**src/rtl/mem_slot_arbiter.sv**
```systemverilog
// Four-slot RAM port scheduler: slots 0/2 serve the CPU, 1/3 serve video, idle slots fall to DMA.
// Define ARB_STATS_EN to add saturating per-owner grant counters with a synchronous clear.
module mem_slot_arbiter #(
    parameter int SLOT_LEN = 20,
    parameter int ADDR_W   = 16,
    parameter int DATA_W   = 8
) (
    input  logic              CLOCK_50,
    input  logic              reset_n,
    input  logic              cpu_req,
    input  logic              cpu_we,
    input  logic [ADDR_W-1:0] cpu_addr,
    input  logic [DATA_W-1:0] cpu_wdata,
    output logic [DATA_W-1:0] cpu_rdata,
    output logic              cpu_ack,
    input  logic              vid_req,
    input  logic [ADDR_W-1:0] vid_addr,
    output logic [DATA_W-1:0] vid_rdata,
    output logic              vid_ack,
    input  logic              dma_req,
    input  logic              dma_we,
    input  logic [ADDR_W-1:0] dma_addr,
    input  logic [DATA_W-1:0] dma_wdata,
    output logic [DATA_W-1:0] dma_rdata,
    output logic              dma_ack,
    output logic [ADDR_W-1:0] mem_addr,
    output logic [DATA_W-1:0] mem_wdata,
    output logic              mem_we,
    input  logic [DATA_W-1:0] mem_rdata,
    output logic [1:0]        slot_idx
`ifdef ARB_STATS_EN
    ,
    input  logic              stats_clr,
    output logic [15:0]       cpu_grants,
    output logic [15:0]       vid_grants,
    output logic [15:0]       dma_grants,
    output logic [15:0]       idle_slots
`endif
);

    typedef enum logic [1:0] {OWN_NONE, OWN_CPU, OWN_VID, OWN_DMA} owner_e;

    localparam int CNT_W = $clog2(SLOT_LEN);
    localparam logic [CNT_W-1:0] CNT_LAST    = CNT_W'(SLOT_LEN - 1);
    localparam logic [CNT_W-1:0] CNT_SAMPLE  = CNT_W'(SLOT_LEN - 2);
    localparam logic [CNT_W-1:0] CNT_ACC_END = CNT_W'(SLOT_LEN - 3);

    logic [CNT_W-1:0]  slot_cnt_q;
    logic [1:0]        slot_idx_q, slot_idx_d;
    owner_e            owner_q, owner_d;
    logic              owner_we_q, owner_we_d;
    logic [ADDR_W-1:0] mem_addr_q, mem_addr_d;
    logic [DATA_W-1:0] mem_wdata_q, mem_wdata_d;
    logic              mem_we_q;
    logic [DATA_W-1:0] cpu_rdata_q, vid_rdata_q, dma_rdata_q;
    logic              cpu_ack_q, vid_ack_q, dma_ack_q;
    logic              slot_end;

    assign slot_end   = (slot_cnt_q == CNT_LAST);
    assign slot_idx_d = slot_idx_q + 2'd1;

    // Arbitration for the slot about to start; only used at the edge entering c=0.
    always_comb begin
        // NOTE: every output of a combinational block gets a default first so no latch is inferred.
        owner_d     = OWN_NONE;
        owner_we_d  = 1'b0;
        mem_addr_d  = mem_addr_q;
        mem_wdata_d = mem_wdata_q;
        if (!slot_idx_d[0]) begin
            if (cpu_req)      owner_d = OWN_CPU;
            else if (dma_req) owner_d = OWN_DMA;
        end else begin
            if (vid_req)      owner_d = OWN_VID;
            else if (dma_req) owner_d = OWN_DMA;
        end
        case (owner_d)
            OWN_CPU: begin
                owner_we_d  = cpu_we;
                mem_addr_d  = cpu_addr;
                mem_wdata_d = cpu_wdata;
            end
            OWN_VID: mem_addr_d = vid_addr;
            OWN_DMA: begin
                owner_we_d  = dma_we;
                mem_addr_d  = dma_addr;
                mem_wdata_d = dma_wdata;
            end
            default: ;
        endcase
    end

    // Slot sequencer: ADDR (c=0), ACCESS (1..L-3), SAMPLE (L-2), ACK (L-1).
    always_ff @(posedge CLOCK_50 or negedge reset_n) begin
        if (!reset_n) begin
            // NOTE: the rdata holding registers are reset too, so every output is defined out of reset.
            slot_cnt_q  <= CNT_LAST;
            slot_idx_q  <= 2'd3;
            owner_q     <= OWN_NONE;
            owner_we_q  <= 1'b0;
            mem_addr_q  <= '0;
            mem_wdata_q <= '0;
            mem_we_q    <= 1'b0;
            cpu_rdata_q <= '0;
            vid_rdata_q <= '0;
            dma_rdata_q <= '0;
            cpu_ack_q   <= 1'b0;
            vid_ack_q   <= 1'b0;
            dma_ack_q   <= 1'b0;
        end else begin
            cpu_ack_q <= 1'b0;
            vid_ack_q <= 1'b0;
            dma_ack_q <= 1'b0;
            if (slot_end) begin
                slot_cnt_q  <= '0;
                slot_idx_q  <= slot_idx_d;
                owner_q     <= owner_d;
                owner_we_q  <= owner_we_d;
                mem_addr_q  <= mem_addr_d;
                mem_wdata_q <= mem_wdata_d;
                mem_we_q    <= 1'b0;
            end else begin
                slot_cnt_q <= slot_cnt_q + CNT_W'(1);
                mem_we_q   <= owner_we_q && (slot_cnt_q < CNT_ACC_END);
                if (slot_cnt_q == CNT_SAMPLE) begin
                    case (owner_q)
                        OWN_CPU: begin
                            cpu_ack_q <= 1'b1;
                            if (!owner_we_q) cpu_rdata_q <= mem_rdata;
                        end
                        OWN_VID: begin
                            vid_ack_q   <= 1'b1;
                            vid_rdata_q <= mem_rdata;
                        end
                        OWN_DMA: begin
                            dma_ack_q <= 1'b1;
                            if (!owner_we_q) dma_rdata_q <= mem_rdata;
                        end
                        default: ;
                    endcase
                end
            end
        end
    end

    assign slot_idx  = slot_idx_q;
    assign mem_addr  = mem_addr_q;
    assign mem_wdata = mem_wdata_q;
    assign mem_we    = mem_we_q;
    assign cpu_rdata = cpu_rdata_q;
    assign vid_rdata = vid_rdata_q;
    assign dma_rdata = dma_rdata_q;
    assign cpu_ack   = cpu_ack_q;
    assign vid_ack   = vid_ack_q;
    assign dma_ack   = dma_ack_q;

`ifdef ARB_STATS_EN
    logic [15:0] cpu_grants_q, vid_grants_q, dma_grants_q, idle_slots_q;

    // Clear has priority over a coincident slot-entry increment.
    always_ff @(posedge CLOCK_50 or negedge reset_n) begin
        if (!reset_n) begin
            cpu_grants_q <= '0;
            vid_grants_q <= '0;
            dma_grants_q <= '0;
            idle_slots_q <= '0;
        end else if (stats_clr) begin
            cpu_grants_q <= '0;
            vid_grants_q <= '0;
            dma_grants_q <= '0;
            idle_slots_q <= '0;
        end else if (slot_end) begin
            case (owner_d)
                OWN_CPU:  if (cpu_grants_q != 16'hFFFF) cpu_grants_q <= cpu_grants_q + 16'd1;
                OWN_VID:  if (vid_grants_q != 16'hFFFF) vid_grants_q <= vid_grants_q + 16'd1;
                OWN_DMA:  if (dma_grants_q != 16'hFFFF) dma_grants_q <= dma_grants_q + 16'd1;
                default:  if (idle_slots_q != 16'hFFFF) idle_slots_q <= idle_slots_q + 16'd1;
            endcase
        end
    end

    assign cpu_grants = cpu_grants_q;
    assign vid_grants = vid_grants_q;
    assign dma_grants = dma_grants_q;
    assign idle_slots = idle_slots_q;
`endif

endmodule

```
**config.mk**
```make
export PLATFORM = sky130hd
export DESIGN_NAME = mem_slot_arbiter
export DESIGN_NICKNAME = d
export VERILOG_FILES = /design/src/rtl/mem_slot_arbiter.sv
export SDC_FILE = /design/constraint.sdc
export NUM_CORES = 1
export LEC_CHECK = 0
export BUFFER_PORTS_ARGS = -buffer_cell sky130_fd_sc_hd__buf_2
export CORE_MARGIN = 3
export CORE_UTILIZATION = 49
export DETAILED_ROUTE_END_ITERATION = 10
export PLACE_DENSITY = 0.82
export SLEW_MARGIN = 20
export SYNTH_ARGS = -nofsm -noshare
export SYNTH_HDL_FRONTEND = slang
export SYNTH_SLANG_ARGS = --single-unit
```
**constraint.sdc**
```tcl
create_clock -name CLOCK_50 -period 5.6 [get_ports CLOCK_50]
set_input_delay 0.28 -clock CLOCK_50 [delete_from_list [all_inputs] [get_ports CLOCK_50]]
set_output_delay 0.28 -clock CLOCK_50 [all_outputs]
set_load 0.02 [all_outputs]
```
---- Word level (Yosys, flattened, before mapping) ----
Cells that the tools add are included.
word-level totals
  register bits after elaboration ......... 62
  latch bits .............................. 0
  RAM bits ................................ 0
  ROM bits ................................ 0
  input bits .............................. 79
  output and inout bits ................... 54
  word-level logic and storage cells ...... 52
  memories kept ........................... 0
operators by class
  add/subtract/negate cells ............... 2
  multipliers ............................. 0
  divide/modulo/power cells ............... 0
  $lt $le $gt $ge ......................... 1
  eq/ne operators ......................... 8
  shifts and indexed selects .............. 0
  mux-type cells .......................... 18
  bitwise logic cells ..................... 2
  reductions and logical operators ........ 8
operator list
  operator             number
  $pmux 16 s3          1
  $pmux 8 s2           1
  $eq 5x5->1 const B   2
  $mux 1               10
  $eq 2x2->1 const B   4
  $mux 2               4
  $reduce_and 4->1     2
  $add 5x1->5 const B  1
  $lt 5x5->1 const B   1
  $mux 5               1
  $eq 2x1->1 const B   2
  $reduce_and 2->1     2
  $reduce_and 3->1     1
  $reduce_bool 3->1    1
  $add 2x1->2 const B  1
  $not 1->1            2
  $pmux 1 s2           1
  $reduce_bool 2->1    1
  $logic_and 1x1->1    1

---- Logic depth before layout (Yosys ltp) ----
  word-level depth ........................ 6
  gate-level depth with buffers ........... 7
  depth with buffers taken out ............ 6

---- Worst setup path after synthesis ----
Ideal clock, no wire load.
  path kind ............................... reg2reg
  start point ............................. register slot_cnt_q[1]
  end point ............................... register dma_rdata_q[0], in the netlist dma_rdata[0]
  setup time .............................. 0.125 ns
  data arrival time ....................... 1.830 ns
  required time ........................... 5.475 ns
  setup slack ............................. 3.644 ns
  cell stages (with the launch flop) ...... 7
  buffers on the path ..................... 1
  period minus slack after synthesis ...... 1.956 ns
  path through ............................ dfstp_2 > ha_1 > nand4bb_1 > or2_1 > or3_1 > buf_6 > mux2_4
between the ends
  word-level cells in the longest chain between the ends .. 3
  elaborated cells between the ends (all ways) .. 4
RTL lines
  item                            line  source
  from (decl)                     48    logic [CNT_W-1:0] slot_cnt_q;
  from (signal assigned)          122   slot_cnt_q <= slot_cnt_q + CNT_W'(1);
  $eq 5x5->1                      59    assign slot_end = (slot_cnt_q == CNT_LAST);
  $not 1->1 (no line)             n/a
  $reduce_and 4->1 (no line) (*)  n/a
  to (signal assigned)            136   if (!owner_we_q) dma_rdata_q <= mem_rdata;
  to (decl)                       55    logic [DATA_W-1:0] cpu_rdata_q, vid_rdata_q, dma_rdata_q;
Every way passes the cells marked *; elsewhere a longest branch is shown, timed or not.
A chain may end at the register's enable or synchronous reset.

---- Worst setup path in the final report ----
  start point ............................. register slot_idx_q[0], in the netlist slot_idx[0]
  end point ............................... register mem_addr_q[4], in the netlist mem_addr[4]
between the ends
  word-level cells in the longest chain between the ends .. 5
  elaborated cells between the ends (all ways) .. 8
RTL lines
  item                                      line  source
  from (decl)                               49    logic [1:0] slot_idx_q, slot_idx_d;
  from (signal assigned)                    115   slot_idx_q <= slot_idx_d;
  $add 2x1->2 (*)                           60    assign slot_idx_d = slot_idx_q + 2'd1;
  $mux 2 (*)                                69    if (!slot_idx_d[0]) begin
  $eq 2x2->1 or $eq 2x1->1 (tied branches)  76    case (owner_d)
  $reduce_bool 3->1 (no line)               n/a
  $reduce_and 2->1 (no line)                n/a
  to (signal assigned)                      118   mem_addr_q <= mem_addr_d;
  to (decl)                                 52    logic [ADDR_W-1:0] mem_addr_q, mem_addr_d;
Marks and branches as above.

==> results_dict.tcl <==
set metrics [dict create \
    status "completed" \
    drc 0 \
    required_ns 5.77 \
    swShare_pct 25.1 \
    grt_pass1_wl_um 11100 \
    yosysSeqAreaShare_pct 57.6 \
    drt_iter0_markers 175 \
    synth_edf_count 0 \
    intPower_uw 819 \
    num_antenna_cells 0 \
    nets 443 \
    dr.pass1.iters 6 \
    setup_viol 0 \
    endpoint_kind "flip-flop" \
    drive_gt1_share_pct 49.7 \
    synthAdderAreaFrac_pct 0.925 \
    dominantRegCellSynth "dfrtp_1" \
    power.density_nw_per_um2 302 \
    ys_ff_latch 62 \
    die_h_um 80.3 \
    port_buffers 132 \
    cts_htree_levels 3 \
    syn_area_um2 2700 \
    hold_class "input pin to asynchronous set/reset pin" \
    hold_violations 0 \
    yosys.area.top_type "dfrtp_1" \
    fillers 423 \
    clk_latency_ns 0.33 \
    synth_compound_area_share_pct 15.6 \
    avgSynthCellArea_um2 11.6 \
    syn_nets 314 \
    ant_nets 0 \
    slew_headroom_pct 28.9 \
    synthCells 233 \
    synth-simple-area-share_pct 10.4 \
    r2r_slack_ns 3.17 \
    cts-root-buf "clkbuf_8" \
    fin_crit_sh_pct 43.4 \
    start_util_pct 51.6 \
    switchingPower_uw 275 \
    rows 26 \
    drv_cap 0 \
    power_frac_seq_pct 45.5 \
    leakagePower_uw 0.00184 \
    drt_wl_total_um 6930 \
    synth_top_family_by_area "compound AO/OA/AOI/OAI gates" \
    vias 2327 \
    synth.area.top_cells "dfrtp_1, mux2_2, a222oi_1" \
    async_flop_share_pct 100 \
    antenna_found_initial 0 \
    wl_per_cell_um 15.9 \
    grt_max_degree 63 \
    clk_pin_slew_worst_paths_ns 0.07 \
    place_hpwl_um 5120 \
    p_clk_share_pct 39.6 \
    regArea_um2 1560 \
    slew_viol_final 0 \
    synth.area.mux_share_pct 11.1 \
    tritoncts "yes" \
    rsz0062_at_grt "false" \
    grt_pass1_vias 2396 \
    die_area_um2 6450 \
    place_congestion 0.780 \
    tightest_slew_ns 1.06 \
    grt-ovfl-total 0 \
    timing.rr.end "mem_addr[4]" \
    r2r.worst_path.cells 4 \
    ir_drop_mv 0.188 \
    post_cts_buffers 0 \
    syn2layout_area_growth_pct 34.0 \
    postCtsResizedCells 0 \
    setup_tns_ns 0 \
    crit_arrival_ns 2.61 \
    startpoint_type "flip-flop" \
    critPathMaxFanout 28 \
    cts_hold_buf 0 \
    synth_top_cell_area_share_pct 52.8 \
    cts.sinks 62 \
    vias_per_cell 5.34 \
    ios 133 \
    synth_xor_area_share_pct 0.972 \
    ctsLongestPathBuffers 2 \
    critical_path_class "flip-flop to flip-flop" \
    ys_types 36 \
    grt_usage_pct 22.8 \
    coreArea_um2 5240 \
    comb_power_share_pct 14.9 \
    p_total_uw 1090 \
    period_minus_slack_ns 2.43 \
    numCtsBuffers 9 \
    worstReg2RegStart "slot_idx[0]" \
    fin_worst_skew_ns 0.0101 \
    multiInputGateArea_um2 1070 \
    fmax_ghz 0.411 \
    fp.dieW_um 80.3 \
    synth_warnings 0 \
]
worst max path at each step:
stage                       start      endpoint
floorplan           slot_cnt_q[1]  dma_rdata[0]
global placement    slot_cnt_q[0]   mem_addr[1]
detailed placement  slot_cnt_q[0]  mem_wdata[3]
CTS                 slot_cnt_q[0]  mem_wdata[3]
global route        slot_cnt_q[0]  mem_wdata[7]
finish                slot_idx[0]   mem_addr[4]
logic make-up (layout without fill, tap and decap cells):
kind of cell / count (synthesis) / in the layout
AOI/OAI and AO/OA: 63 / 63
DFF: 62 / 62
and+or+nand+nor: 59 / 59
muxes: 24 / 24
buffers and inverters: 20 / 153
xor gates and xnor gates: 3 / 3
adders and majority gates: 2 / 2
power by group through the flow:
stage	combinational [µW]	clock (µW)	sequential (µW)
finish	163	433	497
global route	179	466	500
CTS	165	443	497
detailed placement	165	0	504
global placement	161	0	503
floorplan	46.9	0	540
area by class of cell:
type	count	share of cell area [%]
clock buffer	11	4.18
tap	70	2.42
timing repair buffer	133	18.4
inverter	5	0.518
clock inverter	4	1.93
multi-input combinational	151	29.5
sequential	62	43.0
worst max-delay path: stages (launching register included):
cell and delay, ns:
dfstp_2 0.41, nor2b_2 0.83, nor2_1 0.50, a222oi_1 0.41, a21oi_1 0.11
cells in the mapped netlist, drive strengths merged (2+ instances only):
cell type and count:
xnor2 3, a21oi 28, dfrtp 57, nor2 30, inv 5, o21ai 5, clkbuf 9, a31oi 8
nand2 13, dfstp 5, buf 6, a222oi 15, mux2 24, nor3 2, nand4bb 2, or3 2
nand2b 2, nand3 2, ha 2
routing by layer:
layer / track usage (%) / routed length, µm / up-vias / part of all wire, %
met1: 27.1 / 2760 / 1080 / 40
met4: 10.5 / 88 / 0 / 1.3
met5: 0 / 0 / - / 0
met3: 7.29 / 658 / 6 / 9.5
li1: - / - / 1108 / -
met2: 37.4 / 3420 / 133 / 49
state kept, by name, summed over array words and instances (netlist names), 2 cells and up:
register    count
mem_addr       16
owner_q         2
mem_wdata       8
slot_idx        2
cpu_rdata       8
slot_cnt_q      5
vid_rdata       8
dma_rdata       8
stage by stage:
step | util, % | instances | setup WS (ns) | hold WS [ns] | cell area [µm²]
3_3_place_gp | 64.8 | 421 | 3.21 | 0.475 | 3390
4_1_cts | 69.2 | 436 | 3.13 | 0.128 | 3620
5_1_grt | 69.2 | 436 | 2.92 | 0.162 | 3620
2_1_floorplan | - | 233 | 3.64 | -0.0156 | 2700
3_5_place_dp | 64.9 | 421 | 3.13 | 0.478 | 3400
6_report | 69.2 | 436 | 3.17 | 0.112 | 3620
layout by cell type (no fill, tap or decap):
| master | count |
|---|---|
| nor3_2 | 1 |
| dfstp_2 | 5 |
| o31ai_1 | 1 |
| ha_1 | 2 |
| nor3_1 | 1 |
| and4_1 | 1 |
| nor4_2 | 1 |
| a21boi_1 | 1 |
| buf_2 | 132 |
| a21bo_2 | 1 |
| or3_1 | 2 |
| buf_4 | 1 |
| a21o_1 | 1 |
| a222oi_1 | 15 |
| inv_1 | 5 |
| bufinv_16 | 2 |
| a21oi_4 | 1 |
| or2_1 | 1 |
| nor2_1 | 30 |
| mux2_2 | 16 |
| nand2b_1 | 2 |
| a2bb2oi_1 | 1 |
| o22ai_1 | 1 |
| nand2_1 | 13 |
| clkinv_2 | 2 |
| mux2_4 | 8 |
| and2_1 | 1 |
| a22o_1 | 1 |
| nand3_1 | 2 |
| a21oi_1 | 27 |
| dfrtp_1 | 57 |
| o21ai_0 | 5 |
| clkbuf_8 | 11 |
| or4_1 | 1 |
| nor2b_2 | 1 |
| xnor2_1 | 3 |
| nand4bb_1 | 2 |
| a31oi_1 | 8 |
No activity file was read; power rests on OpenSTA's default activity.
